**src/rtl/pc_next_select.sv**
```systemverilog
// Registered next-PC selector with NUM_SRC prioritised redirect sources and a one-entry pending buffer.
// Latency: a redirect sampled at edge N is visible on pc after edge N; no combinational src_req->pc path.
// Backpressure: stall holds pc; a redirect arriving during stall is parked in the buffer (lower index wins).
//
// Ports:
//   clk, rst        rising-edge clock, asynchronous active-high reset
//   src_addr        flattened targets, source i at [i*LENGTH +: LENGTH]
//   src_req         per-source redirect request (level)
//   stall           hold pc this edge
//   pc              current PC (registered)
//   redirect_valid  pc was loaded from a redirect on the last edge
//   redirect_src    one-hot source of that redirect, zero otherwise
//   pend_valid      pending-redirect buffer occupied
module pc_next_select #(
    parameter int unsigned       LENGTH    = 32,
    parameter int unsigned       NUM_SRC   = 3,
    parameter logic [LENGTH-1:0] RESET_VAL = '0,
    parameter int unsigned       STEP      = 4
) (
    input  logic                        clk,
    input  logic                        rst,
    input  logic [NUM_SRC*LENGTH-1:0]   src_addr,
    input  logic [NUM_SRC-1:0]          src_req,
    input  logic                        stall,
    output logic [LENGTH-1:0]           pc,
    output logic                        redirect_valid,
    output logic [NUM_SRC-1:0]          redirect_src,
    output logic                        pend_valid
);

    localparam int IDXW = (NUM_SRC > 1) ? $clog2(NUM_SRC) : 1;

    logic [IDXW-1:0]   pend_idx;
    logic [LENGTH-1:0] pend_addr;

    // Priority encoder: walk from the highest index down so the lowest set index is left standing.
    logic              new_vld;
    logic [IDXW-1:0]   new_idx;
    logic [LENGTH-1:0] new_addr;

    always_comb begin
        new_vld  = 1'b0;
        new_idx  = '0;
        new_addr = '0;
        for (int i = NUM_SRC - 1; i >= 0; i--) begin
            if (src_req[i]) begin
                new_vld  = 1'b1;
                new_idx  = IDXW'(i);
                new_addr = src_addr[i*LENGTH +: LENGTH];
            end
        end
    end

    // On an index tie the fresh request wins, so its address supersedes the parked one.
    logic new_beats_pend;
    assign new_beats_pend = new_vld && (!pend_valid || (new_idx <= pend_idx));

    logic              cand_vld;
    logic [IDXW-1:0]   cand_idx;
    logic [LENGTH-1:0] cand_addr;
    logic [NUM_SRC-1:0] cand_onehot;
    logic [LENGTH-1:0] pc_inc;

    assign cand_vld    = new_beats_pend || pend_valid;
    assign cand_idx    = new_beats_pend ? new_idx  : pend_idx;
    assign cand_addr   = new_beats_pend ? new_addr : pend_addr;
    assign cand_onehot = NUM_SRC'(1) << cand_idx;
    // Carry out of the adder is dropped so the PC wraps modulo 2^LENGTH.
    assign pc_inc      = pc + LENGTH'(STEP);

    always_ff @(posedge clk or posedge rst) begin
        if (rst) begin
            pc             <= RESET_VAL;
            redirect_valid <= 1'b0;
            redirect_src   <= '0;
            pend_valid     <= 1'b0;
            pend_idx       <= '0;
            pend_addr      <= '0;
        end else if (stall) begin
            redirect_valid <= 1'b0;
            redirect_src   <= '0;
            if (new_beats_pend) begin
                pend_valid <= 1'b1;
                pend_idx   <= new_idx;
                pend_addr  <= new_addr;
            end
        end else if (cand_vld) begin
            // Whichever candidate is taken, the buffer is emptied; a losing parked entry is discarded.
            pc             <= cand_addr;
            redirect_valid <= 1'b1;
            redirect_src   <= cand_onehot;
            pend_valid     <= 1'b0;
        end else begin
            pc             <= pc_inc;
            redirect_valid <= 1'b0;
            redirect_src   <= '0;
        end
    end

endmodule

```
**config.mk**
```make
export PLATFORM = sky130hd
export DESIGN_NAME = pc_next_select
export DESIGN_NICKNAME = d
export VERILOG_FILES = /design/src/rtl/pc_next_select.sv
export SDC_FILE = /design/constraint.sdc
export NUM_CORES = 1
export LEC_CHECK = 0
export ABC_AREA = 1
export CORE_UTILIZATION = 44
export DETAILED_ROUTE_END_ITERATION = 6
export GPL_TIMING_DRIVEN = 1
export PLACE_DENSITY = 0.88
export RECOVER_POWER = 25
export SYNTH_ARGS = -nofsm -noshare
export SYNTH_HDL_FRONTEND = slang
export SYNTH_SLANG_ARGS = --single-unit
```
**constraint.sdc**
```tcl
create_clock -name clk -period 2 [get_ports clk]
set_input_delay 0.2 -clock clk [delete_from_list [all_inputs] [get_ports clk]]
set_output_delay 0.2 -clock clk [all_outputs]
set_load 0.005 [all_outputs]
```
# Word level (Yosys, flattened, before mapping)
# Cells that the tools add are included.
[classes] addsub=1 muxes=19 n_eq_ne=1 magnitude_cmp=1 reduce_logical=6 n_shift=1
[ops] op="$mux W32" count=5
[ops] op="$add A32 B3 Y32 const B" count=1
[ops] op="$mux W1" count=8
[ops] op="$mux W2" count=4
[ops] op="$mux W3" count=2
[ops] op="$shl A1 B2 Y3 const A" count=1
[ops] op="$le A2 B2 Y1" count=1
[ops] op="$logic_or A1 B1 Y1" count=2
[ops] op="$ne A2 B1 Y1 const B" count=1
[ops] op="$reduce_and A2 Y1" count=1
[ops] op="$reduce_bool A2 Y1" count=1
[ops] op="$logic_and A1 B1 Y1" count=1
[ops] op="$logic_not A1 Y1" count=1
[word_totals] output_inout_bits=37 regBits=71 elab_cells=35 inputBits=102

# Logic depth before layout (Yosys ltp)
[logic_depth] ltp_word=10 mapped_depth=16 mapped_depth_nobuf=14

# Worst setup path before layout
# Ideal clock, no wire load.
[synth_timing] kind="input to register" startpoint="in src_req[0]" endpoint="reg redirect_src[0]" setup_ps=124 required_ps=1876 n_path_buf=3 t_arrival_ps=1793 slack_ps=83 cell_stages=15 cell_sequence="buf_4 > inv_2 > nand3_4 > inv_2 > buf_2 > ha_1 > a21oi_1 > nand2_1 > nand2_2 > buf_6 > nand2_1 > o21ai_1 > inv_2 > nand2_1 > nor2_1"
[synth_via] elab_chain_cells=8 word_cells_on_any_way=10 classes_between="order compare (1); shift (1); mux (5); reduce/logical (3)"
[synth_lines] item="start: declaration" line_no="23" text="input logic [NUM_SRC-1:0] src_req,"
[synth_lines] item="$mux W2" line_no="46" text="if (src_req[i]) begin"
[synth_lines] item="$le A2 B2 Y1" line_no="56" text="assign new_beats_pend = new_vld && (!pend_valid || (new_idx <= pend_idx));"
[synth_lines] item="$logic_or A1 B1 Y1" line_no="56"
[synth_lines] item="$logic_and A1 B1 Y1" line_no="56"
[synth_lines] item="$mux W2"
[synth_lines] item="$shl A1 B2 Y3" line_no="67" text="assign cand_onehot = NUM_SRC'(1) << cand_idx;"
[synth_lines] item="$mux W3 (*)" line_no="87" text="end else if (cand_vld) begin"
[synth_lines] item="$mux W3 (*)" line_no="79" text="end else if (stall) begin"
[synth_lines] item="end signal: assignment" line_no="91" text="redirect_src <= cand_onehot;"
[synth_lines] item="end: declaration" line_no="27" text="output logic [NUM_SRC-1:0] redirect_src,"
# Every way passes the cells marked *; elsewhere a longest branch is shown, timed or not.
# A chain may end at the register's enable or synchronous reset.

# Worst setup path in the final report
[layout_timing] startpoint="reg pend_idx[1]" endpoint="reg pc[10]"
[layout_via] elab_chain_cells=5 word_cells_on_any_way=6 classes_between="order compare (1); mux (2); reduce/logical (3)"
[layout_lines] item="start: declaration" line_no="33" text="logic [IDXW-1:0] pend_idx;"
[layout_lines] item="start signal: assignment" line_no="84" text="pend_idx <= new_idx;"
[layout_lines] item="$le A2 B2 Y1 (*)" line_no="56"
[layout_lines] item="$logic_or A1 B1 Y1 (*)" line_no="56"
[layout_lines] item="$logic_and A1 B1 Y1 (*)" line_no="56"
[layout_lines] item="$mux W32 or $logic_or A1 B1 Y1 (tied branches)"
[layout_lines] item="$mux W32 (*)" line_no="87"
[layout_lines] item="end signal: assignment" line_no="89" text="pc <= cand_addr;"
[layout_lines] item="end signal: assignment" line_no="94" text="pc <= pc_inc;"
[layout_lines] item="end: declaration" line_no="25" text="output logic [LENGTH-1:0] pc,"
# Marked as above.

==> qor.yml <==
timing:
  hold_viol_final: 0
  worst_pin_slew_ps: 979
  finalSetupTns_ps: 0
  setup_viol_count_final: 0
  rsz0062_at_grt: "no"
  post-route-period-util_pct: 93.3
  fin_skew_ps: 10.6
  fmax_ghz: 0.536
  report.final.slew_viol_count: 0
  slew_headroom_pct: 34.6
  worst_slack_ps: 135
  min_period_ps: 1870
clock_network:
  cts_tree: "done"
  clock_latency_ps: 350
  postCtsHoldBufs: 0
  clk_pin_slew_worst_paths_ps: 80
  numCtsBuffers: 9
  cts_buffer_depth: 2
  ctsRootBufferMaster: "clkbuf_8"
  htreeDepth: 3
  clock_sinks: 71
synth:
  synth_area_leader_cell: "dfrtp_1"
  avgSynthCellArea_um2: 6.32
  synth_edf_count: 0
  yosys_warnings: 0
  synth_xor_area_share_pct: 0.531
  synth-compound-area-share_pct: 6.39
  synth_seq_cells: 71
  synth-simple-area-share_pct: 46.2
  synth_top_area_share_pct: 35.9
  synth_fa_ha_area_share_pct: 0.758
  yosysMostFrequentCell: "nand2_1"
  async_flop_share_pct: 100
  synthMuxAreaShare_pct: 0
  syn-cell-area_mm2: 0.00495
  synthTopCellsByCount: "327 x nand2_1, 95 x nand3_1, 76 x inv_1, 71 x dfrtp_1, 65 x nor2_1"
  ys.flop_type: "dfrtp_1"
  synth_cell_types: 36
  ys_seq_area_share_pct: 35.9
  synth_top_family_by_area: "simple AND/OR/NAND/NOR gates"
  netlist_top_cells_area: "dfrtp_1 36%, nand2_1 25%, nand3_1 9.6%"
  syn-num-nets: 888
  synth_cells: 783
layout:
  layout.cells.non_filler: 1073
  final_util_pct: 63.4
  area_delta_synth_final_pct: 39.4
  n_antenna_cell: 0
  drive_above_1_share_pct: 7.50
  nets: 1034
worst_setup_path:
  regToRegSetupSlack_ps: 130
  crit_type: "reg -> reg"
  cp_max_fo: 6
  endpoint_kind: "register"
  reg2reg_from: "pend_idx[1]"
  crit_arrival_ps: 2100
  cp-endpoint: "pc[10]"
  startpoint: "pend_idx[1]"
  reg2reg_depth: 9
  cp_data_required_time_ps: 2230
  r2r-end: "pc[10]"
  critPathLaunchType: "register"
drt:
  vias_per_cell: 5.19
  drtIter0Drc: 460
  wl_um: 14900
  antenna_left: 0
  post-route-drc-count: 0
  vias: 5568
  routedWlPerCell_um: 13.8
  dr.pass1.iters: 6
hold_path:
  hold_path.class: "in -> reg"
  min_path_cells: 4
global_route:
  overflow: 0
  busiest_layer: "met2"
  antenna_found_initial: 0
  grt_max_degree: 43
  grt_pass1_wl_um: 23600
  met3_usage_pct: 5.49
  met2_usage_pct: 45.3
  grt_pass1_vias: 5138
  gr-usage-met1_pct: 30.4
  track_usage_pct: 25.7
status:
  status: "finished, final reports clean"
die:
  die_x_um: 108
  start_util_pct: 45.5
  pin_count: 139
  die_y_um: 108
  coreArea_mm2: 0.0109
  rows: 38
  die_area_mm2: 0.0117
placed_design:
  place_ws_ps: -337
  portBuffers: 138
  dp_hpwl_um: 10900
  place_inst: 1054
  gp_congestion: 0.951
job:
  drv_cap: 0
power_and_ir_drop:
  p_leak_nw: 3.41
  powerDensity_mw_per_mm2: 753
  ir_drop_v: 0.000360
[cell families after synthesis]
kind of cell             after synthesis
AO/OA/AOI/OAI                         54
adder cells (fa/ha/maj)                3
AND/OR/NAND/NOR                      534
flip-flops                            71
buffers and inverters                118
XOR/XNOR                               3
[worst min path at each step]
stage,to,start,slack [ps]
after floorplan,pend_valid,src_req[2],420
after CTS,pend_addr[0],rst,110
after detailed placement,pend_addr[2],pend_addr[2],460
after global placement,pend_addr[4],pend_addr[4],450
after global routing,pend_addr[7],stall,260
final,pend_addr[7],stall,250
[layer usage]
layer / share of wire, % / wire length (um)
met4: 2.7 / 408
met1: 40 / 5990
met5: 0 / 0
met3: 7.4 / 1100
met2: 50 / 7360
[area by class of cell]
cell class	instances	area, um^2
multi-input combinational	594	2690
tap	140	175
timing repair buffer	169	1710
inverter	84	315
fill	951	3980
clock inverter	5	106
sequential	71	1780
clock buffer	10	138
[layout by cell type (no fill, tap or decap), types with 2 or more instances in the layout]
master           synthesis  routed
a21o_1                   3       3
a21oi_1                  8       7
buf_12                   0       4
buf_4                    6      22
bufinv_16                0       3
clkbuf_16                0       2
clkbuf_8                 0      10
clkdlybuf4s50_1          0     133
dfrtp_1                 71      71
dlymetal6s2s_1           0       4
ha_1                     3       3
inv_1                   76      76
inv_2                    7       7
nand2_1                327     327
nand2_2                  2       2
nand3_1                 95      94
nand3_2                  1       2
nand3b_1                11      11
nand4_1                 12      12
nor2_1                  65      65
nor2_2                   6       6
o211ai_1                 8       8
o21ai_0                 24      24
o21ai_1                  4       4
o21bai_1                 3       3
or2_1                   10      10
xnor2_1                  3       3
[state kept, by name, indices dropped and copies added (netlist names)]
register and flops:
pc 32, pend_addr 32, redirect_src 3, pend_idx 2
pend_valid 1, redirect_valid 1
[critical path: stages, from the launching register on]
cell       delay, ps
dfrtp_1          350
inv_1             60
ha_1             320
a21oi_2          220
a21oi_4          110
buf_4            160
clkbuf_16        150
or2_1            230
nand3_1          100
nand2_1           60
[power breakdown]
part,switching [mW],internal (mW)
Clock,0.576,0.858
Sequential,0.291,1.71
Combinational,0.873,0.888
Total,1.74,3.45
[what timing repair did]
action,4_1_cts,5_1_grt
buffers inserted,0,2
endpoints found under the setup margin,0,46
gates resized for setup,0,6
[metrics by stage]
step | instance area (um^2) | power [mW] | hold slack [ps]
2_1_floorplan | 4950 | 2.84 | 422
3_3_place_gp | 6600 | 3.65 | 454
3_5_place_dp | 6600 | 3.70 | 458
4_1_cts | 6840 | 5.13 | 114
5_1_grt | 6900 | 5.50 | 262
6_report | 6900 | 5.20 | 248
Power figures use the tool's default switching activity.
==> variant 1: new RTL, same settings <==
Change the parameter `LENGTH` from 32 to 64.
--- a/src/rtl/pc_next_select.sv
+++ b/src/rtl/pc_next_select.sv
@@ -12,7 +12,7 @@
 //   redirect_src    one-hot source of that redirect, zero otherwise
 //   pend_valid      pending-redirect buffer occupied
 module pc_next_select #(
-    parameter int unsigned       LENGTH    = 32,
+    parameter int unsigned       LENGTH    = 64,
     parameter int unsigned       NUM_SRC   = 3,
     parameter logic [LENGTH-1:0] RESET_VAL = '0,
     parameter int unsigned       STEP      = 4
Interface: changed (resized pc and src_addr); port bits go from 139 to 267. No check against the original RTL was run, so the function may have changed too.
==> variant 1 against the unedited design <==
The run now ends with setup timing left; largest power group unchanged; global-route usage rose by 7.6 points; total power rose by 110%; clock skew fell by 0.0033 ns; synthesized area rose by 92%; critical path type is now input port to register; sequential power rose by 94%; wire length rose by 150%; first-iteration DRC count rose by 140%; setup slack got worse by 0.23 ns; sequential cell count rose by 64; non-clock buffer count rose by 205; fmax fell by 11%; final area rose by 100%.
==> variant 1: results (changes against the unedited design) <==
Drt:
- The final wirelength is 36900 um (+150%).
- The detailed route wirelength on metal3 is 3390 um (+210%).
- The via density per instance came to 5.51 (+6.2%).

Cells and area:
- The multi-input combinational cell count is 1164 (+96%).
- In the final layout, the registers with the most flip-flops are pc x64, pend_addr x64, redirect_src x3.
- The number of fillers in the final layout is 1782 (+87%).
- The total number of sequential cells is 135 (+90%).
- The area occupied by multi-input gates is 5550 um^2 (+110%).
- The area used by sequential logic in the layout is 3380 um^2 (+90%).
- The share of post-route cells with drive strength above 1 is 12.1% (+4.6 points).

Placed design:
- The total cell area at the placement stage is 13000 um^2 (+97%).
- The weighted congestion at the end of routability-driven global placement is 0.965 (+1.5%).
- The placed instance count is 2036 (+93%).

Global route:
- The total global routing track utilization was 33.4% (+7.6 points).

Worst setup path:
- The worst path arrival time was 2.42 ns (+0.32 ns).
- Broken down by cell family, the worst path's largest delay share belongs to buffers and inverters.
- For this design, the slowest cell found on the critical path is clkdlybuf4s50_1.
- The most critical setup path has its startpoint at src_req[2].

Power:
- The maximum VDD drop is 0.000456 V (+26%).
- The static leakage is 6.21 nW (+82%).

CTS:
- The number of levels the H-tree was split into was 4 (+1).
- The setup fix buffers added after clock tree synthesis is 11 (+11).
- Clock tree synthesis selected as its root buffer the cell clkbuf_16.

Timing:
- The tightest slew margin relative to the limit is 9.10% (-26 points).
- The final-report setup violation count is 21 (+21).
- The final setup slack of the worst path is -0.0910 ns (-0.226 ns).

Run status:
- The run finished, with violations left.
- The checks that failed: setup timing.

Die:
- The standard-cell row count is 53 (+39%).
[variant 1: cell families (layout without fill, tap and decap cells)]
logic type	Yosys count	in the layout	share of synthesized area [%]
and+or+nand+nor	991	991	45.2
buffers and inverters	174	512	7.68
AOI/OAI and AO/OA	147	147	9.14
DFF	135	135	35.5
xor gates and xnor gates	22	22	2.02
adders and majority gates	3	3	0.394
muxes	1	1	0.105
[variant 1: final timing paths]
path,slack (ns),endpoint,cells past startpoint
max,-0.09,pend_addr[26]$_DFFE_PP0P_,13
min,0.24,pc[12]$_DFFE_PP0N_,4
max reg2reg,-0.05,pend_addr[26]$_DFFE_PP0P_,11
min reg2reg,0.47,pend_addr[58]$_DFFE_PP0P_,2
max in group asynchronous,0.27,pc[34]$_DFFE_PP0N_,3
min in group asynchronous,0.58,pend_addr[48]$_DFFE_PP0P_,3
[variant 1: power by group]
group          internal, mW  switching (mW)  total [mW]  leakage [nW]
sequential             3.26           0.615        3.87          1.66
clock                  1.90            1.34        3.24         0.291
combinational          1.88            1.84        3.73          4.27
==> variant 2: new RTL, same settings <==
Without the edit above. Make the reset (`rst`) synchronous in one clocked block. Comments in the files are not updated.
--- a/src/rtl/pc_next_select.sv
+++ b/src/rtl/pc_next_select.sv
@@ -68,7 +68,7 @@
     // Carry out of the adder is dropped so the PC wraps modulo 2^LENGTH.
     assign pc_inc      = pc + LENGTH'(STEP);
 
-    always_ff @(posedge clk or posedge rst) begin
+    always_ff @(posedge clk) begin
         if (rst) begin
             pc             <= RESET_VAL;
             redirect_valid <= 1'b0;
Formal check against the unedited RTL: differs if rst is asserted again (counterexample within 4 cycles, from zero or initial values and one cycle with rst high); with rst held inactive, the same outputs for 10 cycles.
==> variant 2 against the unedited design <==
Synthesized cell count increased by 4.5%; sequential cell count unchanged; sequential power decreased by 19%; critical path depth increased by 4; setup slack improved by 0.018 ns; total power decreased by 22%; synthesized area decreased by 2.5%; die area decreased by 2.4%; final area decreased by 3.6%; wire length decreased by 0.22%.
==> variant 2: results (changes against the unedited design) <==
Run status:
- The run finished with clean final reports.

Placed design:
- The total cell area at the placement stage is 6380 um^2 (-3.3%).
- The number of buffers added on ports is 138 (unchanged).
- The worst setup slack after placement is -0.293 ns (+0.0440 ns).
- The weighted congestion at the end of routability-driven global placement is 0.987 (+3.9%).
- The sum of net half-perimeters after detailed placement was 10900 um (-0.36%).

Drt:
- The via density per instance was 5.18 (-0.20%).
- The detailed route wirelength on metal3 came to 1310 um (+19%).
- The final wirelength is 14800 um (-0.22%).
- The routed length on met1 is 5780 um (-3.5%).
- The detailed-routed wire length on met2 was 7210 um (-2.1%).

Power:
- The sequential share of power was 40.4% (+1.9 points).
- The maximum VDD drop is 0.000524 V (+45%).
- The switching share of power came to 28.6% (-4.9 points).
- The static leakage is 3.16 nW (-7.5%).

Cells and area:
- The layout inverter count without the clock tree is 102 (+21%).
- The number of fillers in the final layout is 940 (-1.2%).
- The share of post-route cells with drive strength above 1 is 7.77% (+0.27 points).
- The flip-flop and latch share of the layout cell area came to 21.4% (-4.4 points).
- The number of nets in the layout is 1066 (+3.1%).
- The proportion of cell area occupied by multi-input gates was 41.7% (+2.9 points).
- The final-layout clock-cell area share was 3.67% (+0.13 points).
- The number of non-clock buffers in the layout is 168 (-0.59%).
- The multi-input combinational cell count is 609 (+2.5%).
- The buffering overhead came to 24.9% (+0.18 points).
- The area occupied by multi-input gates is 2780 um^2 (+3.4%).
- The utilization after layout came to 63.6% (+0.19 points).
- The area growth from synthesis to layout is 37.8%.

Logic synthesis:
- Ranked by total cell area, the synthesized netlist is headed by dfxtp_1, nand2_1, nor2_1.
- Sorting the synthesized cells by how often they occur yields nand2_1, nor2_1, inv_1.
- The most used flip-flop cell after synthesis is dfxtp_1.
- The synthesized net count is 923 (+3.9%).
- The sequential element share of the synthesized area is 29.4% (-6.4 points).
- The async set-reset flop share out of synthesis is 0% (-100 points).

Worst setup path:
- The length in cells of the worst reg-to-reg path is 10 (+1).
- The critical-path maximum fanout is 7 (+1).
- The reg-to-reg critical path endpoint is pc[12]$_SDFFE_PP0N_.

Worst hold path:
- For hold timing, the worst endpoint is pend_idx[1]$_SDFFE_PP0P_.
- The classification of the worst-slack hold path is input port to register.

Timing:
- The clock tree skew after final layout came to 0.00961 ns (-0.00103 ns).
- The slew of the pin with the lowest slew margin came to 0.587 ns (-0.392 ns).

Global route:
- The total global routing track utilization is 26.5% (+0.72 points).
- The via count of the first global-routing pass is 5188 (+0.97%).
- The largest net degree at the start of global routing is 59 (+37%).
- The global-route wire length before repair is 24000 um (+1.7%).
- The met3 track demand over resource in global routing is 6.32% (+0.84 points).
- The global routing met1 resource utilization was 31.0% (+0.56 points).
[variant 2: cell types whose count changed after synthesis, moves of 8 or more]
cell	unedited run	this run
buf_2	13	4
nand3b_1	11	2
buf_6	3	12
nand3_1	95	66
dfxtp_1	0	71
nand2_1	327	282
or2_1	10	1
dfrtp_1	71	0
a21oi_1	8	25
inv_1	76	97
o211ai_1	8	16
nor2_1	65	118
o21ai_1	4	18
[variant 2: how the worst max path moves through the flow]
stage                            start                         end  slack, ns  cells past startpoint
floorplan                   src_req[0]  pend_addr[21]$_SDFFE_PP0P_       0.16                     14
global placement            src_req[1]    pend_idx[0]$_SDFFE_PP0P_      -0.22                     14
detailed placement          src_req[1]    pend_idx[0]$_SDFFE_PP0P_      -0.29                     14
CTS                         src_req[1]    pend_idx[0]$_SDFFE_PP0P_       0.08                     14
global route        pc[2]$_SDFFE_PP0N_         pc[12]$_SDFFE_PP0N_      -0.06                     10
finish                      src_req[2]         pc[28]$_SDFFE_PP0N_       0.15                     13
[variant 2: worst max-delay path, stage by stage]
cell             delay (ns)
clkdlybuf4s50_1        0.47
nand2_1                0.09
nor2_4                 0.09
ha_1                   0.24
a21oi_1                0.14
nand2_1                0.10
nand2_4                0.11
inv_1                  0.09
buf_4                  0.17
nand2_1                0.07
nand2_1                0.08
o21ai_0                0.18
nor2_1                 0.07
[variant 2: logic make-up after synthesis]
logic type	count (synthesis)	synth area share (%)
adder cells (fa/ha/maj)	3	0.777
AO/OA/AOI/OAI	102	12.6
XOR/XNOR	6	1.09
AND/OR/NAND/NOR	498	43.0
buffers and inverters	138	13.1
flip-flops	71	29.4
